## config.mk

```make
export PLATFORM = sky130hd
export DESIGN_NAME = dmem_arbiter_flat
export DESIGN_NICKNAME = d
export VERILOG_FILES = /design/src/rtl/dmem_arbiter_pkg.sv /design/src/rtl/dmem_arbiter_if.sv /design/src/rtl/dmem_arbiter_rr_picker.sv /design/src/rtl/dmem_arbiter.sv /design/src/flat_wrapper.sv
export SDC_FILE = /design/constraint.sdc
export NUM_CORES = 1
export LEC_CHECK = 0
export BUFFER_PORTS_ARGS = -buffer_cell sky130_fd_sc_hd__buf_4
export CAP_MARGIN = 10
export CORE_AREA = 2 2 140 142
export CTS_CLUSTER_DIAMETER = 150
export CTS_CLUSTER_SIZE = 28
export DETAILED_ROUTE_END_ITERATION = 8
export DIE_AREA = 0 0 142 144
export SYNTH_ARGS = -nofsm -noshare
export SYNTH_HDL_FRONTEND = slang
export SYNTH_SLANG_ARGS = --single-unit
```

## constraint.sdc

```tcl
create_clock -name i_clk -period 5.78 [get_ports i_clk]
set_input_delay 1.156 -clock i_clk [delete_from_list [all_inputs] [get_ports i_clk]]
set_output_delay 1.156 -clock i_clk [all_outputs]
set_load 0.02 [all_outputs]
```

## src/rtl/dmem_arbiter_pkg.sv

```systemverilog
// Shared definitions for the data-memory arbiter: FSM encoding and per-slot slice widths.
package dmem_arb_pkg;

  localparam int unsigned DATA_W = 32;
  localparam int unsigned MASK_W = 4;

  typedef enum logic [1:0] {
    S_IDLE  = 2'd0,
    S_ISSUE = 2'd1,
    S_WAIT  = 2'd2
  } state_t;

  // Width of a slot index; never below one bit.
  function automatic int unsigned ptr_width(input int unsigned n);
    return (n > 1) ? $clog2(n) : 1;
  endfunction

endpackage

```

## src/rtl/dmem_arbiter_if.sv

```systemverilog
// Requester-side and memory-side signals of the data-memory arbiter.
// The slave modport is the arbiter; the master modport is harts plus memory.
interface dmem_arbiter_if import dmem_arb_pkg::*; #(
  parameter int unsigned NUM_PORTS = 3
) ();

  logic [NUM_PORTS-1:0]        i_req_valid;
  logic [NUM_PORTS-1:0]        i_req_ren;
  logic [NUM_PORTS-1:0]        i_req_wen;
  logic [DATA_W*NUM_PORTS-1:0] i_req_addr;
  logic [DATA_W*NUM_PORTS-1:0] i_req_wdata;
  logic [MASK_W*NUM_PORTS-1:0] i_req_mask;
  logic [NUM_PORTS-1:0]        o_req_ready;
  logic [NUM_PORTS-1:0]        o_rsp_valid;
  logic                        o_rsp_err;
  logic [DATA_W-1:0]           o_rsp_rdata;
  logic [DATA_W-1:0]           o_mem_addr;
  logic [DATA_W-1:0]           o_mem_wdata;
  logic [MASK_W-1:0]           o_mem_mask;
  logic                        o_mem_ren;
  logic                        o_mem_wen;
  logic                        i_mem_ready;
  logic                        i_mem_valid;
  logic [DATA_W-1:0]           i_mem_rdata;

  modport slave (
    input  i_req_valid, i_req_ren, i_req_wen, i_req_addr, i_req_wdata, i_req_mask,
    input  i_mem_ready, i_mem_valid, i_mem_rdata,
    output o_req_ready, o_rsp_valid, o_rsp_err, o_rsp_rdata,
    output o_mem_addr, o_mem_wdata, o_mem_mask, o_mem_ren, o_mem_wen
  );

  modport master (
    output i_req_valid, i_req_ren, i_req_wen, i_req_addr, i_req_wdata, i_req_mask,
    output i_mem_ready, i_mem_valid, i_mem_rdata,
    input  o_req_ready, o_rsp_valid, o_rsp_err, o_rsp_rdata,
    input  o_mem_addr, o_mem_wdata, o_mem_mask, o_mem_ren, o_mem_wen
  );

endinterface

```

## src/rtl/dmem_arbiter_rr_picker.sv

```systemverilog
// Combinational round-robin picker: first valid slot at or after ptr, wrapping.
module rr_picker #(
  parameter int unsigned NUM_PORTS = 3,
  parameter int unsigned PTR_W     = 2
) (
  input  logic [NUM_PORTS-1:0] valid,
  input  logic [PTR_W-1:0]     ptr,
  output logic [NUM_PORTS-1:0] grant,
  output logic                 any
);

  // Walk offsets ptr, ptr+1, ... and grant the first valid slot met.
  always_comb begin
    grant = '0;
    any   = 1'b0;
    for (int unsigned i = 0; i < NUM_PORTS; i++) begin
      for (int unsigned k = 0; k < NUM_PORTS; k++) begin
        if (!any && valid[k] && (((32'(ptr) + i) % NUM_PORTS) == k)) begin
          grant[k] = 1'b1;
          any      = 1'b1;
        end
      end
    end
  end

endmodule

```

## src/rtl/dmem_arbiter.sv

```systemverilog
// Round-robin arbiter sharing one data-memory port among NUM_PORTS harts,
// one outstanding transaction at a time.
module dmem_arbiter import dmem_arb_pkg::*; #(
  parameter int unsigned NUM_PORTS = 3
) (
  input logic           i_clk,
  input logic           i_rst,
  dmem_arbiter_if.slave bus
);

  localparam int unsigned PTR_W = ptr_width(NUM_PORTS);

  state_t              state;
  logic [PTR_W-1:0]    ptr;
  logic [PTR_W-1:0]    owner;
  logic [DATA_W-1:0]   addr_q;
  logic [DATA_W-1:0]   wdata_q;
  logic [MASK_W-1:0]   mask_q;
  logic                ren_q;
  logic                wen_q;
  logic                err_pend;

  logic [NUM_PORTS-1:0] grant;
  logic                 any;
  logic [PTR_W-1:0]     gidx;
  logic [PTR_W-1:0]     ptr_nxt;
  logic [DATA_W-1:0]    addr_sel;
  logic [DATA_W-1:0]    wdata_sel;
  logic [MASK_W-1:0]    mask_sel;
  logic                 ren_sel;
  logic                 wen_sel;
  logic                 capture;

  rr_picker #(
    .NUM_PORTS (NUM_PORTS),
    .PTR_W     (PTR_W)
  ) u_picker (
    .valid (bus.i_req_valid),
    .ptr   (ptr),
    .grant (grant),
    .any   (any)
  );

  // Mux the granted slot's request fields and compute the rotated pointer.
  always_comb begin
    gidx      = '0;
    addr_sel  = '0;
    wdata_sel = '0;
    mask_sel  = '0;
    ren_sel   = 1'b0;
    wen_sel   = 1'b0;
    for (int unsigned k = 0; k < NUM_PORTS; k++) begin
      if (grant[k]) begin
        gidx      = PTR_W'(k);
        addr_sel  = bus.i_req_addr[k*DATA_W +: DATA_W];
        wdata_sel = bus.i_req_wdata[k*DATA_W +: DATA_W];
        mask_sel  = bus.i_req_mask[k*MASK_W +: MASK_W];
        ren_sel   = bus.i_req_ren[k];
        wen_sel   = bus.i_req_wen[k];
      end
    end
    ptr_nxt = (gidx == PTR_W'(NUM_PORTS - 1)) ? '0 : gidx + 1'b1;
    // The error-pulse cycle stays in IDLE but does not grant, keeping the
    // one-idle-cycle gap between transactions.
    capture = (state == S_IDLE) && !err_pend && any;
  end

  // FSM, pointer and latched request; illegal requests skip memory and
  // raise a one-cycle error pulse from IDLE.
  always_ff @(posedge i_clk) begin
    if (i_rst) begin
      state    <= S_IDLE;
      ptr      <= '0;
      owner    <= '0;
      addr_q   <= '0;
      wdata_q  <= '0;
      mask_q   <= '0;
      ren_q    <= 1'b0;
      wen_q    <= 1'b0;
      err_pend <= 1'b0;
    end else begin
      case (state)
        S_IDLE: begin
          err_pend <= 1'b0;
          if (capture) begin
            owner   <= gidx;
            addr_q  <= addr_sel;
            wdata_q <= wdata_sel;
            mask_q  <= mask_sel;
            ren_q   <= ren_sel;
            wen_q   <= wen_sel;
            ptr     <= ptr_nxt;
            if (ren_sel ^ wen_sel) state <= S_ISSUE;
            else                   err_pend <= 1'b1;
          end
        end
        S_ISSUE: if (bus.i_mem_ready) state <= S_WAIT;
        S_WAIT:  if (bus.i_mem_valid) state <= S_IDLE;
        default: state <= S_IDLE;
      endcase
    end
  end

  // Output decode; every output is forced to zero while reset is held.
  always_comb begin
    bus.o_req_ready = '0;
    bus.o_rsp_valid = '0;
    bus.o_rsp_err   = 1'b0;
    bus.o_rsp_rdata = '0;
    bus.o_mem_addr  = '0;
    bus.o_mem_wdata = '0;
    bus.o_mem_mask  = '0;
    bus.o_mem_ren   = 1'b0;
    bus.o_mem_wen   = 1'b0;
    if (!i_rst) begin
      bus.o_mem_addr  = addr_q;
      bus.o_mem_wdata = wdata_q;
      bus.o_mem_mask  = mask_q;
      bus.o_mem_ren   = (state == S_ISSUE) && ren_q;
      bus.o_mem_wen   = (state == S_ISSUE) && wen_q;
      if ((state == S_IDLE) && !err_pend) bus.o_req_ready = grant;
      if (err_pend || ((state == S_WAIT) && bus.i_mem_valid)) begin
        for (int unsigned k = 0; k < NUM_PORTS; k++)
          bus.o_rsp_valid[k] = (owner == PTR_W'(k));
        bus.o_rsp_err = err_pend;
      end
      if ((state == S_WAIT) && bus.i_mem_valid && ren_q) bus.o_rsp_rdata = bus.i_mem_rdata;
    end
  end

endmodule

```

## src/flat_wrapper.sv

```systemverilog
// flat-port wrapper written by rule: the top's interface ports become plain ports
module dmem_arbiter_flat import dmem_arb_pkg::*;
#(
  parameter int unsigned NUM_PORTS = 3
)
  (i_clk, i_rst, bus_i_req_valid, bus_i_req_ren, bus_i_req_wen, bus_i_req_addr, bus_i_req_wdata, bus_i_req_mask, bus_i_mem_ready, bus_i_mem_valid, bus_i_mem_rdata, bus_o_req_ready, bus_o_rsp_valid, bus_o_rsp_err, bus_o_rsp_rdata, bus_o_mem_addr, bus_o_mem_wdata, bus_o_mem_mask, bus_o_mem_ren, bus_o_mem_wen);
  dmem_arbiter_if #(.NUM_PORTS(NUM_PORTS)) bus_i ();
  input logic i_clk;
  input logic i_rst;
  input wire logic [$bits(bus_i.i_req_valid)-1:0] bus_i_req_valid;
  input wire logic [$bits(bus_i.i_req_ren)-1:0] bus_i_req_ren;
  input wire logic [$bits(bus_i.i_req_wen)-1:0] bus_i_req_wen;
  input wire logic [$bits(bus_i.i_req_addr)-1:0] bus_i_req_addr;
  input wire logic [$bits(bus_i.i_req_wdata)-1:0] bus_i_req_wdata;
  input wire logic [$bits(bus_i.i_req_mask)-1:0] bus_i_req_mask;
  input wire logic [$bits(bus_i.i_mem_ready)-1:0] bus_i_mem_ready;
  input wire logic [$bits(bus_i.i_mem_valid)-1:0] bus_i_mem_valid;
  input wire logic [$bits(bus_i.i_mem_rdata)-1:0] bus_i_mem_rdata;
  output wire logic [$bits(bus_i.o_req_ready)-1:0] bus_o_req_ready;
  output wire logic [$bits(bus_i.o_rsp_valid)-1:0] bus_o_rsp_valid;
  output wire logic [$bits(bus_i.o_rsp_err)-1:0] bus_o_rsp_err;
  output wire logic [$bits(bus_i.o_rsp_rdata)-1:0] bus_o_rsp_rdata;
  output wire logic [$bits(bus_i.o_mem_addr)-1:0] bus_o_mem_addr;
  output wire logic [$bits(bus_i.o_mem_wdata)-1:0] bus_o_mem_wdata;
  output wire logic [$bits(bus_i.o_mem_mask)-1:0] bus_o_mem_mask;
  output wire logic [$bits(bus_i.o_mem_ren)-1:0] bus_o_mem_ren;
  output wire logic [$bits(bus_i.o_mem_wen)-1:0] bus_o_mem_wen;
  assign bus_i.i_req_valid = bus_i_req_valid;
  assign bus_i.i_req_ren = bus_i_req_ren;
  assign bus_i.i_req_wen = bus_i_req_wen;
  assign bus_i.i_req_addr = bus_i_req_addr;
  assign bus_i.i_req_wdata = bus_i_req_wdata;
  assign bus_i.i_req_mask = bus_i_req_mask;
  assign bus_i.i_mem_ready = bus_i_mem_ready;
  assign bus_i.i_mem_valid = bus_i_mem_valid;
  assign bus_i.i_mem_rdata = bus_i_mem_rdata;
  assign bus_o_req_ready = bus_i.o_req_ready;
  assign bus_o_rsp_valid = bus_i.o_rsp_valid;
  assign bus_o_rsp_err = bus_i.o_rsp_err;
  assign bus_o_rsp_rdata = bus_i.o_rsp_rdata;
  assign bus_o_mem_addr = bus_i.o_mem_addr;
  assign bus_o_mem_wdata = bus_i.o_mem_wdata;
  assign bus_o_mem_mask = bus_i.o_mem_mask;
  assign bus_o_mem_ren = bus_i.o_mem_ren;
  assign bus_o_mem_wen = bus_i.o_mem_wen;
  dmem_arbiter #(.NUM_PORTS(NUM_PORTS)) u_core (.i_clk(i_clk), .i_rst(i_rst), .bus(bus_i));
endmodule
```

Yosys cells after proc, flatten, opt, wreduce, memory -nomap -nowiden
Cells that the tools add are included.
- add/subtract/negate cells: 3
- multipliers: 0
- div/mod/pow operators: 3
- magnitude comparators: 0
- equal/unequal tests: 15
- shifts and indexed selects: 0
- muxes and demuxes: 55
- bitwise gates (word level): 1
- reduce and logical (&&, ||, !) cells: 40
- operators with widths (operator ; count):
    $mux W32 ; 10
    $eq A32 B1 Y1 const B ; 3
    $eq A32 B2 Y1 const B ; 3
    $logic_not A32 Y1 ; 3
    $mod A32 B2 Y32 const B ; 2
    $mod A2 B2 Y32 const B ; 1
    $mux W1 ; 30
    $logic_and A1 B1 Y1 ; 23
    $mux W4 ; 4
    $mux W2 ; 6
    $mux W3 ; 4
    $logic_not A1 Y1 ; 9
    $eq A2 B2 Y1 const B ; 3
    $ne A2 B2 Y1 const B ; 3
    $pmux W2 S3 ; 1
    $eq A2 B1 Y1 const B ; 2
    $logic_not A2 Y1 ; 2
    $reduce_and A4 Y1 ; 1
    $add A2 B1 Y3 const B ; 1
    $add A2 B2 Y3 const B ; 1
    $add A2 B1 Y2 const B ; 1
    $ne A2 B1 Y1 const B ; 1
    $reduce_and A2 Y1 ; 1
    $logic_or A1 B1 Y1 ; 1
    $xor A1 B1 Y1 ; 1
- register bits: 77
- bits in latches: 0
- memory bits (writable): 0
- memory bits (read-only): 0
- output and inout bits: 109
- logic and storage cells: 126
- memories: 0

Logic depth before layout (Yosys ltp)
Gate-level depths: netlist of the first run.
- word-level depth: 41
- mapped depth: 10

By module
From an unflattened synthesis of the first run, not the netlist that was laid out.
- cells, all modules: 577
- area, all modules: 4660.7 um^2
- by module, submodules not included (module ; instances ; cells an instance ; area each (um^2)):
    dmem_arbiter ; 1 ; 560 ; 4528.1
    rr_picker ; 1 ; 17 ; 132.6

Least setup slack after synthesis of the first run
OpenSTA, ideal clock, no wires.
- path kind: input to output
- start point: input port bus_i_req_valid[1]
- end point: output port bus_o_req_ready[0]
- data arrival time: 2.355 ns
- path slack: 2.269 ns
- stages: 5
- cell sequence: a211oi_1 > o21a_1 > clkbuf_1 > buf_2 > nor2b_1
- cells in the longest elaborated chain, start to end: 25
- elaborated cells on any way between the ends: 26
- classes of those cells: 9 x mux; 17 x reduce/logical
- RTL lines (item ; line ; RTL):
    start, declared ; flat_wrapper.sv:10 ; input wire logic [$bits(bus_i.i_req_valid)-1:0] bus_i_req_valid;
    $logic_and A1 B1 Y1 (2 in a row) ; dmem_arbiter_rr_picker.sv:18 ; if (!any && valid[k] && (((32'(ptr) + i) % NUM_PORTS) == k)) begin
    $mux W1 ; dmem_arbiter_rr_picker.sv:18 ;
    $logic_not A1 Y1 ; dmem_arbiter_rr_picker.sv:18 ;
    $logic_and A1 B1 Y1 (2 in a row) ; dmem_arbiter_rr_picker.sv:18 ;
    $mux W1 ; dmem_arbiter_rr_picker.sv:18 ;
    $logic_not A1 Y1 ; dmem_arbiter_rr_picker.sv:18 ;
    $logic_and A1 B1 Y1 (2 in a row) ; dmem_arbiter_rr_picker.sv:18 ;
    $mux W1 ; dmem_arbiter_rr_picker.sv:18 ;
    [... 4 more ...] ; - ;
    $logic_not A1 Y1 ; dmem_arbiter_rr_picker.sv:18 ;
    $logic_and A1 B1 Y1 (2 in a row) ; dmem_arbiter_rr_picker.sv:18 ;
    $mux W1 ; dmem_arbiter_rr_picker.sv:18 ;
    $logic_not A1 Y1 ; dmem_arbiter_rr_picker.sv:18 ;
    $logic_and A1 B1 Y1 (2 in a row) ; dmem_arbiter_rr_picker.sv:18 ;
    $mux W1 (*) ; dmem_arbiter_rr_picker.sv:18 ;
    $mux W3 (*) ; dmem_arbiter.sv:121 ; if ((state == S_IDLE) && !err_pend) bus.o_req_ready = grant;
    $mux W3 (*) ; dmem_arbiter.sv:115 ; if (!i_rst) begin
    end, declared ; flat_wrapper.sv:19 ; output wire logic [$bits(bus_i.o_req_ready)-1:0] bus_o_req_ready;
Mark *: on every way between the ends. The rest lies on a longest branch, timed or not.

Final worst setup path of the first run
- start point: input port i_rst
- end point: output port bus_o_rsp_rdata[6]
- cells in the longest elaborated chain, start to end: 1
- RTL lines (item ; line ; RTL):
    start, declared ; flat_wrapper.sv:9 ; input logic i_rst;
    $mux W32 ; dmem_arbiter.sv:115 ;
    end, declared ; flat_wrapper.sv:22 ; output wire logic [$bits(bus_i.o_rsp_rdata)-1:0] bus_o_rsp_rdata;
Every way passes these cells.

==> results of run 1 <==
[per-layer routing]
metal  up-vias  part of all wire [%]  global-route usage, %
li1       2654                     -                      -
met1      2400                    39                   19.1
met2       247                    50                   30.8
met3        25                   8.2                   4.57
met4         0                   2.8                   7.42
met5         -                     0                      0
[cells by family (layout without fill, tap and decap cells)]
logic type | after synthesis | in the layout | share of synthesized area (%)
adders and majority gates | 2 | 2 | 0.578
AOI/OAI and AO/OA | 199 | 199 | 32.0
DFF | 76 | 76 | 35.1
and+or+nand+nor | 212 | 212 | 25.9
buffers and inverters | 63 | 385 | 6.21
xor gates and xnor gates | 1 | 1 | 0.202
[layout make-up]
cell class | instances | share of cell area (%)
timing repair buffer | 364 | 36.6
multi-input combinational | 414 | 34.3
sequential | 76 | 20.4
tap | 238 | 3.98
clock buffer | 10 | 3.06
clock inverter | 6 | 1.51
inverter | 5 | 0.251
[registers in the layout, indices dropped and copies added, names as in the netlist]
signal / flops
u_core.addr_q: 32
u_core.err_pend: 1
u_core.mask_q: 4
u_core.owner: 2
u_core.ptr: 1
u_core.ren_q: 1
u_core.state: 2
u_core.wdata_q: 32
u_core.wen_q: 1
[Yosys cell counts, drive strengths merged, types with 2 or more instances]
master and n:
a211oi 22, a21o 2, a21oi 49, a221o 8, a221oi 39, a222oi 21
and2 36, buf 22, clkbuf 36, dfxtp 76, ha 2, inv 5
nand2 56, nand3 2, nor2 34, nor2b 71, nor3 4, nor3b 2
nor4 2, o211ai 2, o21ai 50, or4 2
[worst max-delay path by stage]
stage / startpoint / end / slack [ps] / cells past startpoint
6_report: i_rst / bus_o_rsp_rdata[6] / 1820 / 5
4_1_cts: i_rst / bus_o_rsp_rdata[6] / 1760 / 5
3_3_place_gp: i_rst / bus_o_rsp_rdata[27] / 1850 / 5
5_1_grt: i_rst / bus_o_rsp_rdata[6] / 1610 / 5
3_5_place_dp: i_rst / bus_o_rsp_rdata[6] / 1760 / 5
2_1_floorplan: bus_i_req_valid[1] / bus_o_req_ready[0] / 2270 / 5
[per-stage QoR]
stage	util [%]	instance area (µm²)	power, mW
global placement	37.4	7130	2.77
global route	39.2	7470	3.69
CTS	39.2	7470	3.45
detailed placement	37.4	7130	2.78
floorplan	-	4330	2.17
finish	39.2	7470	3.39
[power groups by stage]
stage / sequential, mW / clock (mW) / combinational [mW]
after floorplan: 0.795 / 0 / 1.37
after global placement: 0.830 / 0 / 1.94
after detailed placement: 0.833 / 0 / 1.95
after CTS: 0.823 / 0.674 / 1.96
after global routing: 0.848 / 0.697 / 2.14
final: 0.824 / 0.647 / 1.92
[worst register-to-register path: stages, from the launching register on]
cell and delay, ps:
dfxtp_1 410, inv_1 90, ha_1 420, or3_1 150
o31ai_1 110, or4_2 1060, a221o_1 460, o21ai_1 80
a21oi_1 80
==> flow_summary.ini, run 1 <==
[clock_network]
cts_max_path_buffers = 2
tritoncts.num_buffers = 9
cts-root-buf = clkbuf_16
clk-insertion-delay-late_ps = 340
clock_transition_time_at_the_flip_flop_clock_pins_of_the_worst_setup_and_hold_paths_ps = 60
cts_tree = yes
hold_buf_cts = 0
post-cts-setup-buffers = 0
numClockSinks = 76
post_cts_resized = 0
cts-htree-levels = 3

[timing]
final_hold_viol_count = 0
maxClockFrequency_mhz = 253
final.setup_skew_ps = 8.41
number_of_endpoints_failing_setup_at_the_final_stage = 0
max_slew_vio_count = 0
timing.slew.headroom_pct = 30.4
post_route_worst_hold_slack_ps = 488
crit_path_time_final_ps = 3960
layout_setup_ws_ps = 1820
rsz0062_at_grt = no
setup_tns_ps = 0
period_share_pct = 68.5
tightestPinTransition_ps = 1040

[setup_path]
crit_family = simple AND/OR/NAND/NOR gates
r2r_start = u_core.owner[0]
cp.buffers_inverters = 3
biggest_cell_delay_along_the_critical_path_ps = 710
critical_path.slowest_cell = and3_1
critPathMaxFanout = 32
setup.reg_to_reg.worst_slack_ps = 2760
worstSetupEndpointType = primary output
ff2ff_path_depth = 8
crit_path_frequent_cell = buf_4
critical_path_arrival_ps = 2800
cell_by_cell_listing_of_the_critical_path = buf_4 -> inv_1 -> and3_1 -> and2_1 -> buf_4
timing.rr.end = u_core.addr_q[7]
required_ps = 4620
cp-start-kind = primary input
crit_type = in2out

[yosys]
synth.net_count = 804
mappedNetlistArea_mm2 = 0.00433
postSynthCellCount = 553
portion_of_the_post_synthesis_area_used_by_sequential_elements_pct = 35.1
yosys_warnings = 0
synth_seq_cells = 76
syn_area_per_cell_um2 = 7.83
fraction_of_synthesis_flops_using_an_asynchronous_set_or_reset_pin_pct = 0
synth_edf_count = 0
synth.area.top_cells = dfxtp_1 (35%), nor2b_1 (10%), a221oi_1 (7.9%)
ys_types = 37
yosysTopAreaCellShare_pct = 35.1
synth_top_flop_cell = dfxtp_1
post-synth-top-area-cell = dfxtp_1

[power]
intPower_mw = 1.94
power.net_switching_mw = 1.45
power.clock.fraction_pct = 19.1
power.share.sequential_pct = 24.3
power.ir.vdd_worst_uv = 374
power_density_mw_per_mm2 = 453
netSwitchingFraction_pct = 42.7
power.share.combinational_pct = 56.6
leakage_power_summed_over_all_cells_nw = 3.45

[finish]
insertedDiodeCount = 0
final_nets = 1121
final-seq-area_mm2 = 0.00152
multi_input_comb_area_mm2 = 0.00256
layout.cells.non_filler = 1113
layout.cells.most_common = buf_4
post_route_cells_drive_above_1_share_pct = 44.2
syn2layout_area_growth_pct = 72.7
num-fill-cells = 2016
layout_common_cells = buf_4 (364), dfxtp_1 (76), nor2b_1 (71), nand2_1 (56), a21oi_1 (49)

[global_routing]
grt_util_all_layers_pct = 17.2
first_global_vias = 4968
antenna_violations_before_repair = 0
maximum_number_of_pins_on_one_net_before_global_route_repair = 81
grt_overflow_total = 0
grt_first_pass_wirelength_um = 27100

[floorplan]
die_height_um = 144
initial_core_util_pct = 22.7
fp.dieW_um = 142
core-area_mm2 = 0.0191
io_pins = 358
die_area_mm2 = 0.0204
row_cnt = 51

[placement]
placed_cells = 1097
globalplace.congestion = 0.797
hpwlAfterDp_um = 13800
numPortBuffers = 357
pre_cts_slack_ps = 1760

[drt]
drt_first_iter_violations = 244
antenna_left = 0
detail_route.drc_violations = 0
firstDrtPassIters = 5
wire_per_inst_um = 16.9
vias_per_cell = 4.79
route.vias.total = 5326
wl_um = 18800

[hold_path]
worstHoldPathCells = 1
whs_endpoint = u_core.ptr[0]
hold_path.class = reg2reg
hold_start = u_core.ptr[0]

[status]
run_status = finished, final reports clean

[job]
max-cap-violations = 0
Note: power is estimated with default switching activity, not from simulation.
==> run 2: changes to the inputs <==
Settings changed: ABC_AREA set to 1, CORE_AREA 2 2 140 142 to 2 2 139 141, DIE_AREA 0 0 142 144 to 0 0 141 143.
Clock period 5.78 ns to 3.2 ns, I/O delays scaled along.
==> run 2 against run 1 <==
  * First-iteration DRC count decreased by 19%
  * Wire length increased by 0.45%
  * Clock power increased by 73%
  * Worst hold slack got worse by 21 ps
  * Clock skew decreased by 3.0 ps
  * Cell count increased by 25%
  * Utilization increased by 3.7 points
  * Non-clock buffer count increased by 6
  * Combinational power increased by 100%
==> flow_summary.ini, run 2 <==
[yosys]
synth.area.top_cells = dfxtp_1 (32%), nand2_1 (18%), inv_1 (10%)
postSynthCellCount = 820
synth_top_flop_cell = dfxtp_1
portion_of_the_post_synthesis_area_used_by_sequential_elements_pct = 31.7
synth.net_count = 1071
syn_area_per_cell_um2 = 5.85
ys_types = 34
netlist_top_cells_count = nand2_1 (233), inv_1 (130), nor2_1 (114)
yosysTopAreaCellShare_pct = 31.7
synth_seq_cells = 76
post-synth-top-area-cell = dfxtp_1
fraction_of_synthesis_flops_using_an_asynchronous_set_or_reset_pin_pct = 0
yosys_warnings = 0
top_count_cell_post_synth = nand2_1
synth_edf_count = 0
mappedNetlistArea_mm2 = 0.00479

[timing]
tightestPinTransition_ps = 518
final_hold_viol_count = 0
period_share_pct = 90.5
maxClockFrequency_mhz = 345
crit_path_time_final_ps = 2900
timing.slew.headroom_pct = 65.3
final.setup_skew_ps = 5.41
rsz0062_at_grt = no
setup_tns_ps = 0
number_of_endpoints_failing_setup_at_the_final_stage = 0
max_slew_vio_count = 0

[finish]
syn2layout_area_growth_pct = 66.0
insertedDiodeCount = 0
layout.cells.non_filler = 1391
post_route_cells_drive_above_1_share_pct = 34.1
final_nets = 1403
biggestRegsByFlops = u_core.addr_q (32), u_core.wdata_q (32), u_core.mask_q (4)
final_util_pct = 42.8
layout_common_cells = buf_4 (369), nand2_1 (232), inv_1 (130), nor2_1 (114), dfxtp_1 (76)
finish.instance_area_mm2 = 0.00796
num-fill-cells = 2087
layout.cells.most_common = buf_4

[clock_network]
post-cts-setup-buffers = 0
cts_tree = yes
cts-htree-levels = 3
cts-root-buf = clkbuf_16
cts_max_path_buffers = 2
numClockSinks = 76
tritoncts.num_buffers = 9
clock_transition_time_at_the_flip_flop_clock_pins_of_the_worst_setup_and_hold_paths_ps = 60
post_cts_resized = 0
hold_buf_cts = 0
clk-insertion-delay-late_ps = 340

[power]
power_density_mw_per_mm2 = 820
power.total_mw = 6.53
power.ir.vdd_worst_uv = 467
leakage_power_summed_over_all_cells_nw = 4.20

[setup_path]
cp-start-kind = register
required_ps = 2560
biggest_cell_delay_along_the_critical_path_ps = 370
r2r_start = u_core.owner[0]
critPathMaxFanout = 5
critical_path.slowest_cell = dfxtp_1
crit_path_frequent_cell = nor2_1
worstSetupEndpointType = primary output
crit_type = reg2out
ff2ff_path_depth = 16
setup.reg_to_reg.worst_slack_ps = 560
critical_path_arrival_ps = 2260
cell_by_cell_listing_of_the_critical_path = inv_1 -> ha_1 -> nand2_1 -> nand4_1 -> nand4_1 -> nor2_1 -> nor2_1 -> nor2_1 -> buf_4
timing.rr.end = u_core.state[0]

[placement]
placed_cells = 1375
globalplace.congestion = 0.846
hpwlAfterDp_um = 14600
dp_area_mm2 = 0.00763
numPortBuffers = 357

[global_routing]
grt_overflow_total = 0
grt_util_all_layers_pct = 18.1
first_global_vias = 5833
maximum_number_of_pins_on_one_net_before_global_route_repair = 46
antenna_violations_before_repair = 0
grt_first_pass_wirelength_um = 28800

[job]
max-cap-violations = 0

[floorplan]
initial_core_util_pct = 25.8
core-area_mm2 = 0.0186
die_area_mm2 = 0.0202
die_height_um = 143
row_cnt = 50
io_pins = 358
fp.dieW_um = 141

[drt]
route.vias.total = 6215
drt_first_iter_violations = 197
antenna_left = 0
firstDrtPassIters = 7
wl_um = 18900
vias_per_cell = 4.47
detail_route.drc_violations = 0
wire_per_inst_um = 13.6

[hold_path]
hold_start = u_core.addr_q[31]
whs_endpoint = u_core.addr_q[31]
hold_path.class = reg2reg
worstHoldPathCells = 2

[status]
run_status = finished, final reports clean
==> run 2: changes by cell type after synthesis, moves of 21 or more <==
cell      before  now
nand3_1        2   65
a222oi_1      21    0
nand2_1       56  233
a211oi_1      22    0
inv_1          4  130
nor2_1        34  114
a221oi_1      39    0
and2_1        36    0
nor2b_1       71    0
==> run 2: logic make-up (layout without fill, tap and decap cells) <==
kind of cell	Yosys count	in the layout	synth area share [%]
simple gates	428	428	36.2
flops	76	76	31.7
fa+ha+maj	2	2	0.522
xor+xnor	1	1	0.183
buf+inv	179	516	15.3
compound gates	134	134	16.0
==> run 2: how the worst max path moves through the flow <==
stage	from	to
after floorplan	u_core.owner[0]	bus_o_req_ready[2]
after CTS	u_core.owner[0]	bus_o_req_ready[1]
final	u_core.owner[0]	bus_o_req_ready[1]
after global routing	u_core.owner[0]	bus_o_req_ready[2]
after global placement	u_core.owner[0]	u_core.owner[0]
after detailed placement	u_core.owner[0]	u_core.state[0]
==> run 2: area by class of cell <==
| class | instances | area, µm² | area share [%] |
|---|---|---|---|
| Clock inverter | 5 | 85.1 | 1.07 |
| Sequential cell | 76 | 1520 | 19.1 |
| Multi-Input combinational cell | 565 | 2540 | 31.9 |
| Timing Repair Buffer | 370 | 2790 | 35.0 |
| Clock buffer | 11 | 243 | 3.05 |
| Inverter | 130 | 488 | 6.13 |
| Tap cell | 234 | 293 | 3.68 |
==> run 2: worst max-delay path: cells and delay by family (launching register included) <==
kind | cells | cell delay, ps
and+or+nand+nor | 6 | 920
DFF | 1 | 370
adders and majority gates | 1 | 350
buffers and inverters | 2 | 260
==> run 2: report_power, final <==
| group | switching [mW] | leakage, nW | internal (mW) |
|---|---|---|---|
| Combinational | 2.49 | 3.41 | 1.44 |
| Sequential | 0.109 | 0.629 | 1.37 |
| Clock | 0.409 | 0.156 | 0.707 |
| Total | 3.01 | 4.20 | 3.52 |
==> run 2: layer usage <==
metal,track usage [%],wire length (µm),up-vias
li1,-,-,3201
met5,0,0,-
met4,6.05,399,0
met1,21.1,7710,2738
met2,32.1,9330,250
met3,4.93,1460,26
==> run 2: metrics by stage <==
stage,hold slack [ps],setup WS (ps)
final,468,304
after CTS,470,303
after floorplan,443,525
after global placement,456,584
after global routing,496,76.4
after detailed placement,460,585
